==> src/rtl/param_shadow.sv <==
// Parameter shadow stage: synchronizes the decoder's receive-done flag, stages and
// validates a parameter set, and commits it to the sequencer only on a period boundary.
module param_shadow #(
  parameter int unsigned SETTLE  = 4,
  parameter logic [31:0] DEF_PER = 32'd2000,
  parameter logic [15:0] DEF_P1  = 16'd30,
  parameter logic [15:0] DEF_DEL = 16'd200,
  parameter logic [15:0] DEF_P2  = 16'd60,
  parameter int unsigned MARGIN  = 4
) (
  input  logic        clk,
  input  logic        resetn,
  input  logic        rxd_async,
  input  logic [31:0] per_in,
  input  logic [15:0] p1wid_in,
  input  logic [15:0] del_in,
  input  logic [15:0] p2wid_in,
  input  logic [15:0] nut_d_in,
  input  logic [7:0]  nut_w_in,
  input  logic [7:0]  cp_in,
  input  logic [7:0]  p_bl_in,
  input  logic [15:0] p_bl_hf_in,
  input  logic        bl_in,
  input  logic        cycle_end,
  output logic [31:0] per,
  output logic [15:0] p1wid,
  output logic [15:0] del,
  output logic [15:0] p2wid,
  output logic [15:0] nut_d,
  output logic [7:0]  nut_w,
  output logic [7:0]  cp,
  output logic [7:0]  p_bl,
  output logic [15:0] p_bl_hf,
  output logic        bl,
  output logic        pending,
  output logic        update,
  output logic        err
);

  localparam logic [3:0]  SETTLE_LD = 4'(SETTLE - 1);
  localparam logic [31:0] MARGIN_W  = 32'(MARGIN);

  typedef enum logic [1:0] {ST_IDLE, ST_SETTLE, ST_CHECK, ST_PEND} state_e;

  state_e      state_q, state_d;
  logic [3:0]  cnt_q, cnt_d;
  logic        err_q, err_d;
  logic        update_q;
  logic [2:0]  sync_q;
  logic        rx_edge;
  logic        capture, commit, reject;
  logic [31:0] need;

  // Staging set
  logic [31:0] stg_per_q;
  logic [15:0] stg_p1_q, stg_del_q, stg_p2_q, stg_nut_d_q, stg_p_bl_hf_q;
  logic [7:0]  stg_nut_w_q, stg_cp_q, stg_p_bl_q;
  logic        stg_bl_q;

  // Committed set
  logic [31:0] per_q;
  logic [15:0] p1_q, del_q, p2_q, nut_d_q, p_bl_hf_q;
  logic [7:0]  nut_w_q, cp_q, p_bl_q;
  logic        bl_q;

  // Two-flop synchronizer plus one flop for edge detection.
  always_ff @(posedge clk or negedge resetn) begin
    if (!resetn) sync_q <= '0;
    else         sync_q <= {sync_q[1:0], rxd_async};
  end

  assign rx_edge = sync_q[1] & ~sync_q[2];

  assign need   = 32'(stg_p1_q) + 32'(stg_del_q) + 32'(stg_p2_q) + MARGIN_W;
  assign reject = (stg_per_q == 32'd0) || (stg_per_q < need);

  always_ff @(posedge clk or negedge resetn) begin
    if (!resetn) begin
      state_q  <= ST_IDLE;
      cnt_q    <= '0;
      err_q    <= 1'b0;
      update_q <= 1'b0;
    end else begin
      state_q  <= state_d;
      cnt_q    <= cnt_d;
      err_q    <= err_d;
      update_q <= commit;
    end
  end

  // A new rx_edge in any busy state restarts settling; the newest command wins,
  // including over a cycle_end arriving in the same cycle.
  always_comb begin
    state_d = state_q;
    cnt_d   = cnt_q;
    err_d   = err_q;
    capture = 1'b0;
    commit  = 1'b0;
    case (state_q)
      ST_IDLE: begin
        if (rx_edge) begin
          state_d = ST_SETTLE;
          cnt_d   = SETTLE_LD;
        end
      end
      ST_SETTLE: begin
        if (rx_edge) begin
          cnt_d = SETTLE_LD;
        end else if (cnt_q == 4'd0) begin
          capture = 1'b1;
          state_d = ST_CHECK;
        end else begin
          cnt_d = cnt_q - 4'd1;
        end
      end
      ST_CHECK: begin
        if (rx_edge) begin
          state_d = ST_SETTLE;
          cnt_d   = SETTLE_LD;
        end else if (reject) begin
          err_d   = 1'b1;
          state_d = ST_IDLE;
        end else begin
          err_d   = 1'b0;
          state_d = ST_PEND;
        end
      end
      ST_PEND: begin
        if (rx_edge) begin
          state_d = ST_SETTLE;
          cnt_d   = SETTLE_LD;
        end else if (cycle_end) begin
          commit  = 1'b1;
          state_d = ST_IDLE;
        end
      end
      default: state_d = ST_IDLE;
    endcase
  end

  always_ff @(posedge clk or negedge resetn) begin
    if (!resetn) begin
      stg_per_q     <= '0;
      stg_p1_q      <= '0;
      stg_del_q     <= '0;
      stg_p2_q      <= '0;
      stg_nut_d_q   <= '0;
      stg_nut_w_q   <= '0;
      stg_cp_q      <= '0;
      stg_p_bl_q    <= '0;
      stg_p_bl_hf_q <= '0;
      stg_bl_q      <= 1'b0;
    end else if (capture) begin
      stg_per_q     <= per_in;
      stg_p1_q      <= p1wid_in;
      stg_del_q     <= del_in;
      stg_p2_q      <= p2wid_in;
      stg_nut_d_q   <= nut_d_in;
      stg_nut_w_q   <= nut_w_in;
      stg_cp_q      <= cp_in;
      stg_p_bl_q    <= p_bl_in;
      stg_p_bl_hf_q <= p_bl_hf_in;
      stg_bl_q      <= bl_in;
    end
  end

  always_ff @(posedge clk or negedge resetn) begin
    if (!resetn) begin
      per_q     <= DEF_PER;
      p1_q      <= DEF_P1;
      del_q     <= DEF_DEL;
      p2_q      <= DEF_P2;
      nut_d_q   <= '0;
      nut_w_q   <= '0;
      cp_q      <= '0;
      p_bl_q    <= '0;
      p_bl_hf_q <= '0;
      bl_q      <= 1'b0;
    end else if (commit) begin
      per_q     <= stg_per_q;
      p1_q      <= stg_p1_q;
      del_q     <= stg_del_q;
      p2_q      <= stg_p2_q;
      nut_d_q   <= stg_nut_d_q;
      nut_w_q   <= stg_nut_w_q;
      cp_q      <= stg_cp_q;
      p_bl_q    <= stg_p_bl_q;
      p_bl_hf_q <= stg_p_bl_hf_q;
      bl_q      <= stg_bl_q;
    end
  end

  assign per     = per_q;
  assign p1wid   = p1_q;
  assign del     = del_q;
  assign p2wid   = p2_q;
  assign nut_d   = nut_d_q;
  assign nut_w   = nut_w_q;
  assign cp      = cp_q;
  assign p_bl    = p_bl_q;
  assign p_bl_hf = p_bl_hf_q;
  assign bl      = bl_q;
  assign pending = (state_q == ST_PEND);
  assign update  = update_q;
  assign err     = err_q;

endmodule

==> config.mk <==
export PLATFORM = sky130hd
export DESIGN_NAME = param_shadow
export DESIGN_NICKNAME = d
export VERILOG_FILES = /design/src/rtl/param_shadow.sv
export SDC_FILE = /design/constraint.sdc
export NUM_CORES = 1
export LEC_CHECK = 0
export BUFFER_PORTS_ARGS = -buffer_cell sky130_fd_sc_hd__buf_4
export CORE_ASPECT_RATIO = 0.8
export CORE_MARGIN = 5
export CORE_UTILIZATION = 35
export CTS_BUF_LIST = sky130_fd_sc_hd__clkbuf_4
export CTS_CLUSTER_SIZE = 10
export DETAILED_ROUTE_END_ITERATION = 12
export SLEW_MARGIN = 0
export SYNTH_ARGS = -nofsm -noshare
export SYNTH_HDL_FRONTEND = slang
export SYNTH_SLANG_ARGS = --single-unit
==> constraint.sdc <==
create_clock -name clk -period 4.5 [get_ports clk]
set_clock_uncertainty 0.1 [all_clocks]
set_input_delay 0 -clock clk [delete_from_list [all_inputs] [get_ports clk]]
set_output_delay 0 -clock clk [all_outputs]
set_load 0.05 [all_outputs]
==> results.cfg <==
[drt]
routedWlPerCell_um = 15.85
wl_met3_um = 2625
drc_errors = 0
wl_met2_um = 16750
topRoutingLayerUsed = met4
ant_nets = 0
vias = 10351
via_per_inst = 4.564
wirelength_um = 35960
wl_met1_um = 15620
drtIter0Drc = 498
drt_first_pass_iters = 5

[run_status]
status = completed

[yosys]
ys_seq_area_share_pct = 56.44
synth.net_count = 1345
syn_inst = 1138
synthFlopType = dfrtp_1
synthTopCellsByArea = dfrtp_1 53%, mux2_2 12%, nand2_1 10%
synth_edf_count = 0
netlist-cell-type-count = 55
synth_area_leader_cell = dfrtp_1
async_reset_ff_share_pct = 100.0
netlist.area_leader.share_pct = 52.91
yosys_register_bits = 285
ys_warn_count = 0
synth_area_per_cell_um2 = 11.14
synth_area_um2 = 12670

[grt]
grt_use_total_pct = 17.97
grt_start_max_net_pins = 101
grt.overflow.total = 0
antenna_found_initial = 2
grt_pass1_wl_um = 58860
grt_pass1_vias = 11190

[setup_path]
path_depth = 16
crit_end = err
r2r-end = err
crit_chain = inv_1, fa_1, inv_1, ha_1, ha_1, a21o_1, a21oi_2, a21boi_0, or4b_1, and3_1, ha_1, nand4_1, nor4_2, a211o_1, o21ai_2, a32o_1
critPathKind = reg -> reg
worstPathRequired_ns = 4.97
worstReg2RegStart = stg_p1_q[5]
crit_path_end_kind = flop
critPathLaunchType = flop
crit_top_cell = ha_1
cpPeakStageDelay_ns = 0.53
arrival_ns = 4.75
reg2reg_slack_ns = 0.21
cp_max_fo = 5
cp_top_family = adder cells
critPathLaunch = stg_p1_q[5]
cp_num_buf_inv = 2
slowest_stage = fa_1
reg2regPathDepth = 16

[clock_tree]
cts-root-buf = clkbuf_4
cts.sinks = 285
cts_max_level = 3
cts_tree = built
path_clk_slew_ns = 0.06
clk_latency_ns = 0.69
numCtsBuffers = 76
cts_max_path_buffers = 3

[floorplan]
core_um2 = 35840
die_height_um = 180.2
die_w_um = 222.8
floorplan.initialDensity_pct = 35.37
rows = 62
dieArea_um2 = 40140
io_pins = 281

[placement]
dp_cells = 1863
placed_cell_area_um2 = 15200
io_buffer_count = 280
gp_congestion = 0.7533
dp_hpwl_um = 22500

[final_layout]
syn_to_final_growth_pct = 50.15
design_area_um2 = 19030
multi_input_area_um2 = 4951
fin_cells = 2268
drive_above_1_share_pct = 32.47
final_cell_mix = 348 x nand2_1, 290 x buf_4, 279 x dlygate4sd3_1, 268 x dfrtp_1, 137 x mux2_2
nFillCells = 3151
fin_nets = 1949
mostFrequentLayoutCell = nand2_1
seqCellArea_um2 = 7153

[hold_path]
worst_hold_path_type = in -> reg

[sta]
maxSlewViolCount = 0
tightest_slew_ns = 1.015
max-slew-margin-rel_pct = 32.33
fmax_ghz = 0.2334
setup_viol = 0
whs_ns = 0.1437
period_needed_ns = 4.285
post-route-period-util_pct = 95.23
fin_setup_tns_ns = 0
hold_viol = 0

[flow_run]
cap_violations = 0
-- worst register-to-register path: stages, from the launching register on --
cell and delay [ns]:
dfrtp_1 0.34, inv_1 0.06, fa_1 0.53, inv_1 0.04, ha_1 0.29, ha_1 0.37, a21o_1 0.21, a21oi_2 0.18
a21boi_0 0.12, or4b_1 0.47, and3_1 0.20, ha_1 0.30, nand4_1 0.14, nor4_2 0.28, a211o_1 0.21, o21ai_2 0.07
a32o_1 0.26
-- metrics by stage --
stage	setup WS, ns	utilization (%)
after floorplan	0.4678	-
after global placement	0.1323	42.42
after detailed placement	-0.009349	42.42
after CTS	0.03311	52.95
after global routing	-0.04734	53.10
final	0.2146	53.10
-- worst min-delay path by stage --
stage                     startpoint            end  cells past startpoint
after CTS                  cycle_end     state_q[1]                      5
after global placement        resetn  stg_per_q[13]                      1
after floorplan               resetn             bl                      0
final                      cycle_end     state_q[1]                      5
after detailed placement      resetn        per[21]                      1
after global routing       cycle_end     state_q[1]                      5
-- what timing repair did --
item                                   in CTS  in global routing
gates resized for setup                     2                  9
endpoints found under the hold margin     376                  0
setup endpoints to repair                   2                  3
hold buffers                              280                  0
setup buffers                               0                  1
pin swaps                                   0                  5
cloned                                      0                  0
-- cells by family after synthesis --
| family | synth area share, % |
|---|---|
| simple gates | 12.75 |
| flops | 56.44 |
| mux | 12.25 |
| buf+inv | 4.995 |
| compound gates | 5.212 |
| fa+ha+maj | 7.522 |
| xor+xnor | 0.8292 |
-- synthesized netlist by cell type, types with 2 or more instances --
cell type,instances
nor2b_1,3
nor3_1,2
nand2_1,349
inv_1,84
dfrtp_1,268
a21oi_1,16
dfstp_2,17
a21boi_0,2
nor3b_1,2
o21bai_1,3
clkbuf_1,11
a31oi_1,2
a2111o_1,2
nand2b_1,3
nand4_1,7
xnor2_1,6
nor4_1,8
and3_1,2
nand3_1,5
a21o_1,8
o21ai_1,2
nor2_1,14
buf_2,20
a211oi_1,2
o21a_1,2
mux2_2,137
o21ai_0,49
ha_1,49
buf_6,14
fa_1,17
o2111ai_1,2
xor2_1,6
buf_4,2
-- cell type report --
cell class / count / share of cell area [%]
antenna: 2 / 0.02630
multi-input combinational: 721 / 26.02
clock inverter: 13 / 0.6838
tap: 480 / 3.156
clock buffer: 109 / 4.300
inverter: 85 / 1.683
timing repair buffer: 573 / 26.55
sequential: 285 / 37.59
-- layer usage --
metal | track usage [%] | vias to the layer above
li1 | - | 4960
met1 | 23.28 | 5036
met2 | 28.38 | 283
met3 | 6.205 | 72
met4 | 6.051 | 0
met5 | 0 | -
-- registers in the layout (all words and copies together) (netlist names), 16 cells and up --
signal,cells
stg_del_q,16
stg_per_q,32
del,16
p_bl_hf,16
stg_p_bl_hf_q,16
stg_p1_q,16
stg_p2_q,16
per,32
stg_nut_d_q,16
nut_d,16
p2wid,16
p1wid,16
Power is left out: the tool's default activity adds up to more than one toggle a clock period on the data nets, which glitch-free logic cannot reach.
